<file path="config.mk">
export PLATFORM = sky130hd
export DESIGN_NAME = mastermind_scorer
export DESIGN_NICKNAME = d
export VERILOG_FILES = /design/src/rtl/mastermind_scorer.sv
export SDC_FILE = /design/constraint.sdc
export NUM_CORES = 1
export LEC_CHECK = 0
export CORE_MARGIN = 2
export CORE_UTILIZATION = 63
export CTS_BUF_LIST = sky130_fd_sc_hd__clkbuf_4 sky130_fd_sc_hd__clkbuf_8 sky130_fd_sc_hd__clkbuf_16
export CTS_CLUSTER_DIAMETER = 100
export DETAILED_ROUTE_END_ITERATION = 8
export GPL_ROUTABILITY_DRIVEN = 0
export PLACE_DENSITY_LB_ADDON = 0.15
export SYNTH_ARGS = -nofsm -noshare
export SYNTH_HDL_FRONTEND = slang
export SYNTH_SLANG_ARGS = --single-unit
</file>
<file path="constraint.sdc">
create_clock -name MAX10_CLK1_50 -period 12.8 [get_ports MAX10_CLK1_50]
set_input_delay 2.56 -clock MAX10_CLK1_50 [delete_from_list [all_inputs] [get_ports MAX10_CLK1_50]]
set_output_delay 2.56 -clock MAX10_CLK1_50 [all_outputs]
set_load 0.02 [all_outputs]
</file>
<file path="src/rtl/mastermind_scorer.sv">
// Mastermind scoring engine with game tracking.
// A guess is scored against the secret in two passes. The first pass walks the
// pegs: it counts exact hits and builds colour histograms of the leftover pegs.
// The second pass walks the colours and sums min(hist_g, hist_s) to get whites.
// The engine also tracks the turn count and the sticky win/lose flags.
module mastermind_scorer #(
  parameter int PEGS      = 4,
  parameter int COLOR_W   = 3,
  parameter int MAX_TURNS = 10
) (
  input  logic                               MAX10_CLK1_50,
  input  logic                               rst,
  input  logic                               start,
  input  logic                               new_game,
  input  logic [PEGS*COLOR_W-1:0]            guess,
  input  logic [PEGS*COLOR_W-1:0]            secret,
  output logic                               busy,
  output logic                               done,
  output logic [$clog2(PEGS+1)-1:0]          black,
  output logic [$clog2(PEGS+1)-1:0]          white,
  output logic [2*PEGS-1:0]                  peg_led,
  output logic                               win,
  output logic                               lose,
  output logic [$clog2(MAX_TURNS+1)-1:0]     turn
);

  localparam int CW   = $clog2(PEGS + 1);
  localparam int TW   = $clog2(MAX_TURNS + 1);
  localparam int NCOL = 2 ** COLOR_W;
  localparam int PW   = (PEGS > 1) ? $clog2(PEGS) : 1;

  typedef enum logic [1:0] {IDLE, SCAN, MATCH, DONE} state_t;

  state_t state_q, state_d;

  logic [COLOR_W-1:0] g_q [PEGS];
  logic [COLOR_W-1:0] s_q [PEGS];
  logic [CW-1:0]      hist_g [NCOL];
  logic [CW-1:0]      hist_s [NCOL];
  logic [CW-1:0]      black_acc;
  logic [CW-1:0]      white_acc;
  logic [PW-1:0]      peg_idx;
  logic [COLOR_W-1:0] col_idx;

  logic               accept;
  logic               last_peg;
  logic               last_col;
  logic [CW-1:0]      col_min;
  logic [CW-1:0]      white_sum;
  logic [TW-1:0]      turn_inc;

  // Builds a thermometer code with the lowest n bits set.
  function automatic logic [PEGS-1:0] thermo(input logic [CW-1:0] n);
    logic [PEGS-1:0] t;
    for (int i = 0; i < PEGS; i++) begin
      t[i] = (CW'(i) < n);
    end
    return t;
  endfunction

  // Computes the next state, the busy flag and the per-cycle scoring terms.
  always_comb begin
    // NOTE: every output of this block gets a default first, so no path can
    // leave one unassigned and infer a latch.
    state_d   = state_q;
    busy      = 1'b0;
    accept    = (state_q == IDLE) && start && !new_game && !win && !lose;
    last_peg  = (peg_idx == PW'(PEGS - 1));
    last_col  = (col_idx == '1);
    col_min   = (hist_g[col_idx] < hist_s[col_idx]) ? hist_g[col_idx] : hist_s[col_idx];
    white_sum = white_acc + col_min;
    turn_inc  = (turn == TW'(MAX_TURNS)) ? turn : turn + TW'(1);

    case (state_q)
      IDLE:    if (accept) state_d = SCAN;
      SCAN: begin
        busy = 1'b1;
        if (last_peg) state_d = MATCH;
      end
      MATCH: begin
        busy = 1'b1;
        if (last_col) state_d = DONE;
      end
      DONE:    state_d = IDLE;
      default: state_d = IDLE;
    endcase

    // A game clear always wins over any transition, including a start.
    if (new_game) state_d = IDLE;
  end

  // State register.
  always_ff @(posedge MAX10_CLK1_50 or posedge rst) begin
    // NOTE: sequential state uses non-blocking assignments so every flop
    // samples pre-edge values, regardless of statement order.
    if (rst) state_q <= IDLE;
    else     state_q <= state_d;
  end

  // Datapath: operand capture, peg scan, colour match and result publishing.
  always_ff @(posedge MAX10_CLK1_50 or posedge rst) begin
    if (rst) begin
      // NOTE: the histograms are small flop arrays rather than a RAM, so they
      // can be cleared by the async reset; a RAM macro could not.
      for (int c = 0; c < NCOL; c++) begin
        hist_g[c] <= '0;
        hist_s[c] <= '0;
      end
      for (int k = 0; k < PEGS; k++) begin
        g_q[k] <= '0;
        s_q[k] <= '0;
      end
      black_acc <= '0;
      white_acc <= '0;
      peg_idx   <= '0;
      col_idx   <= '0;
      done      <= 1'b0;
      black     <= '0;
      white     <= '0;
      peg_led   <= '0;
      win       <= 1'b0;
      lose      <= 1'b0;
      turn      <= '0;
    end else begin
      done <= 1'b0;
      if (new_game) begin
        turn    <= '0;
        win     <= 1'b0;
        lose    <= 1'b0;
        black   <= '0;
        white   <= '0;
        peg_led <= '0;
      end else begin
        case (state_q)
          IDLE: begin
            if (accept) begin
              for (int k = 0; k < PEGS; k++) begin
                g_q[k] <= guess[k*COLOR_W +: COLOR_W];
                s_q[k] <= secret[k*COLOR_W +: COLOR_W];
              end
              for (int c = 0; c < NCOL; c++) begin
                hist_g[c] <= '0;
                hist_s[c] <= '0;
              end
              black_acc <= '0;
              white_acc <= '0;
              peg_idx   <= '0;
              col_idx   <= '0;
            end
          end
          SCAN: begin
            if (g_q[peg_idx] == s_q[peg_idx]) begin
              black_acc <= black_acc + CW'(1);
            end else begin
              hist_g[g_q[peg_idx]] <= hist_g[g_q[peg_idx]] + CW'(1);
              hist_s[s_q[peg_idx]] <= hist_s[s_q[peg_idx]] + CW'(1);
            end
            peg_idx <= peg_idx + PW'(1);
          end
          MATCH: begin
            white_acc <= white_sum;
            col_idx   <= col_idx + COLOR_W'(1);
            if (last_col) begin
              done    <= 1'b1;
              black   <= black_acc;
              white   <= white_sum;
              peg_led <= {thermo(white_sum), thermo(black_acc)};
              turn    <= turn_inc;
              win     <= (black_acc == CW'(PEGS));
              lose    <= (turn_inc == TW'(MAX_TURNS)) && (black_acc != CW'(PEGS));
            end
          end
          default: ;
        endcase
      end
    end
  end

endmodule
</file>
[Yosys cells after proc, flatten, opt, wreduce, memory -nomap -nowiden]
Cells that the tools add are included.
Storage, ports and cells
  bits in registers: 106
  input port bits: 28
  output and inout port bits: 22
Cells by class
  add/subtract/negate cells: 7
  $lt $le $gt $ge: 15
  equality and inequality tests: 16
  mux-type cells: 65
  bitwise logic cells: 5
  reduce and logical (&&, ||, !) cells: 23
Operator list (count)
  24-bit one-hot mux with 2 select lines: 2
  24-bit two-way mux: 3
  3-bit two-way mux: 23
  24-bit bitwise mux: 2
  3-bit binary-select mux with 3-bit select: 4
  8-bit two-way mux: 3
  3-bit demux with 3-bit select: 2
  3-bit one-hot mux with 2 select lines: 3
  4-bit two-way mux: 4
  3-bit by 1-bit adder with 3-bit output (second input constant): 4
  3-bit binary-select mux with 2-bit select: 2
  4-bit greater-or-equal comparator (second input constant): 3
  1-bit by 3-bit < comparator with 1-bit output (first input constant): 4
  2-bit by 3-bit < comparator with 1-bit output (first input constant): 4
  3-bit inequality test (second input constant): 4
  3-bit NOT with 4-bit output: 3
  3-bit AND reduction: 4
  1-bit two-way mux: 10
  2-bit two-way mux: 5
  4-bit == test (second input constant): 2
  4-bit by 1-bit < comparator with 1-bit output (second input constant): 2
  2-bit one-hot mux with 4 select lines: 1
  4-bit AND reduction: 2
  2-bit nonzero test: 4
  18 further kinds: 31

[Logic depth before layout (Yosys ltp)]
  depth in word-level cells: 12
  depth in mapped cells: 18
  depth with buffers taken out: 16

[Worst setup path before layout]
OpenSTA, ideal clock, no wires.
  path kind: in2reg
  start point: in new_game
  end point: reg peg_idx[0]
  setup time: 0.140 ns
  data arrival time: 4.180 ns
  data required time: 12.660 ns
  path slack: 8.479 ns
  stages on the path: 7
  path buffers: 3
  cell sequence: clkbuf_1 -> nor4_1 -> a21oi_1 -> clkbuf_1 -> clkbuf_1 -> nand2_1 -> o21ai_0
On the way
  word-level cells in the longest chain between the ends: 6
Ends and longest elaborated chain
  start, declared: line 14  | input logic new_game,
  1-bit logical NOT: line 67  | accept = (state_q == IDLE) && start && !new_game && !win && !lose;
  1-bit logical AND (3 in a row): line 67
  2-bit inequality test (no line)
  3-bit AND reduction (no line) (*)
  end signal, assigned: line 158  | peg_idx <= peg_idx + PW'(1);
  end, declared: line 42  | logic [PW-1:0] peg_idx;
Mark *: on every way between the ends. The rest lies on a longest branch, timed or not.
A chain may end at the register's enable or synchronous reset.

[Worst setup path in the final report]
  start point: in new_game
  end point: reg hist_g[0] in the netlist's numbering
On the way
  word-level cells in the longest chain between the ends: 6
Ends and longest elaborated chain
  1-bit logical NOT: line 67
  1-bit logical AND (3 in a row): line 67
  2-bit inequality test (no line)
  4-bit AND reduction (no line) (*)
  end signal, assigned by index: line 155  | hist_g[g_q[peg_idx]] <= hist_g[g_q[peg_idx]] + CW'(1);
  end, declared: line 38  | logic [CW-1:0] hist_g [NCOL];
Marks and branches as above.

==> results.ini <==
[detailed_routing]
ant_nets=0
wirelength_um=14800
viasPerCell=6.41
detail_route.wl_per_cell_um=18.9
drt_iter0_drc=324
dr.pass1.iters=5
vias=5013
drc=0

[clocking]
postCtsResizedCells=0
clock_sinks=104
ctsLongestPathBuffers=2
clock_latency_ns=0.39
cts_root_buffer=clkbuf_8
numCtsBuffers=9
ctsHoldBuffers=0
post_cts_buffers=0
cts_tree=built
htreeDepth=3
clk_pin_slew_ns=0.10

[finish]
utilization_pct=73.0
syn2layout_area_growth_pct=11.2
diodes=0
final_common_cell=nand2_1
final_cell_mix=nand2_1 (134), dfrtp_1 (104), clkdlybuf4s50_1 (49)
drive_above_1_share_pct=11.2
layout.nets=693

[synth]
synth_nets=669
synthArstFlopShare_pct=100
syn_area_mm2=0.00612
synth.top_cell.area_share_pct=42.5
syn_area_per_cell_um2=9.81
synth_edf_count=0
ys_seq_elements=104
ys_top_cells_by_area=dfrtp_1 (43%), nand2_1 (8.2%), mux4_2 (7.0%)
synth_top_area_cell=dfrtp_1
yosysWarnings=0
ys_seq_area_share_pct=42.5
synthCells=624
ys_types=64
synth_flop_cell=dfrtp_1

[timing]
slew_headroom_pct=36.8
rsz0062_at_grt=false
hold_viol_final=0
hold_slack_ns=0.474
fmax_mhz=185
timing.final.crit_period_ns=5.40
fin_setup_tns_ns=0
tightest_slew_ns=0.948
fin_skew_ns=0.0123
timing.final.max_slew_violations=0
setup_viol=0
period_share_pct=42.2

[grt]
grt_overflow_total=0
grt_pass1_vias=4916
grt.total_usage_pct=30.4
grt_max_degree=72
antenna_found_initial=0
grt_pass1_wl_um=24500

[die]
die_width_um=103
io_pins=50
placementRows=35
die_h_um=103
core_area_mm2=0.00933
die-area_mm2=0.0105
start_util_pct=65.6

[pwr]
vdd_drop_max_uv=141
finalPower_mw=1.47
total_leakage_power_nw=2.97
powerDensity_mw_per_mm2=216

[setup_path]
worstSetupEndpointType=register
start_kind=input port
cp.arrival_ns=5.70
cp_max_fo=37
required_ns=13.09
worst-setup-path-type=input port to register

[placement]
io_buffers=49
hpwl_um=10300

[run_status]
status=finished clean

[flow_run]
cap_viol_max_count=0

[worst_hold_path]
hold_class=register to register

synth_stat cells, types with 8 or more instances:
cell type	count
mux4_2	19
mux2_2	11
xnor2_1	8
mux2i_1	21
ha_1	16
nand2_1	134
clkbuf_1	26
nor2_1	36
o21ai_0	34
dfrtp_1	104
nand3_1	22
a21o_1	10
inv_1	22
a21oi_1	27
sequential cells by signal (all words and copies together) (netlist names), 3 cells and up:
signal     count
black_acc      3
col_idx        3
g_q           12
hist_g        24
hist_s        24
peg_led        7
s_q           12
turn           4
white          3
white_acc      3
stage by stage:
stage               instances  area [µm²]  setup WS, ns
floorplan                 624        6120          7.51
global placement          766        6620          7.08
detailed placement        766        6620          7.04
CTS                       782        6810          7.44
global route              782        6810          7.24
finish                    782        6810          7.40
final timing paths:
kind | start | endpoint | slack (ns) | cells past startpoint
min in group asynchronous | rst | done | 2.52 | 2
hold reg to reg | s_q[11] | s_q[11] | 0.47 | 2
hold / removal | s_q[11] | s_q[11] | 0.47 | 2
setup / recovery | new_game | hist_g[0] | 7.40 | 6
max in group asynchronous | rst | hist_s[12] | 9.01 | 3
setup reg to reg | col_idx[0] | peg_led[6] | 8.34 | 15
critical path, stage by stage:
cell and delay (ns):
clkdlybuf4s50_1 0.86, or4_1 0.66, buf_4 0.26, nand2_1 0.45, nand2_1 0.49, o311ai_2 0.40
cell type report:
type	count	area, µm²
tap	129	161
clock buffer	14	174
sequential	104	2600
inverter	23	88.8
clock inverter	2	13.8
multi-input combinational	456	3240
timing repair buffer	54	528
fill	679	2520
power breakdown:
group          switching (mW)  internal, mW  leakage, nW  total (mW)
sequential             0.0908         0.407         1.41       0.498
combinational           0.473         0.299         1.46       0.772
clock                   0.113        0.0883        0.101       0.202
layer usage:
layer	GRT usage [%]	part of all wire (%)
met1	41.0	41
met2	49.8	50
met3	5.63	5.8
met4	11.0	2.8
met5	0	0
logic make-up after synthesis:
kind of cell               synth area share, %
muxes                                     14.7
xor gates and xnor gates                  1.70
DFF                                       42.5
buffers and inverters                     4.74
adders and majority gates                 3.60
AOI/OAI and AO/OA                         15.2
and+or+nand+nor                           17.6
No activity file was read; power rests on OpenSTA's default activity.
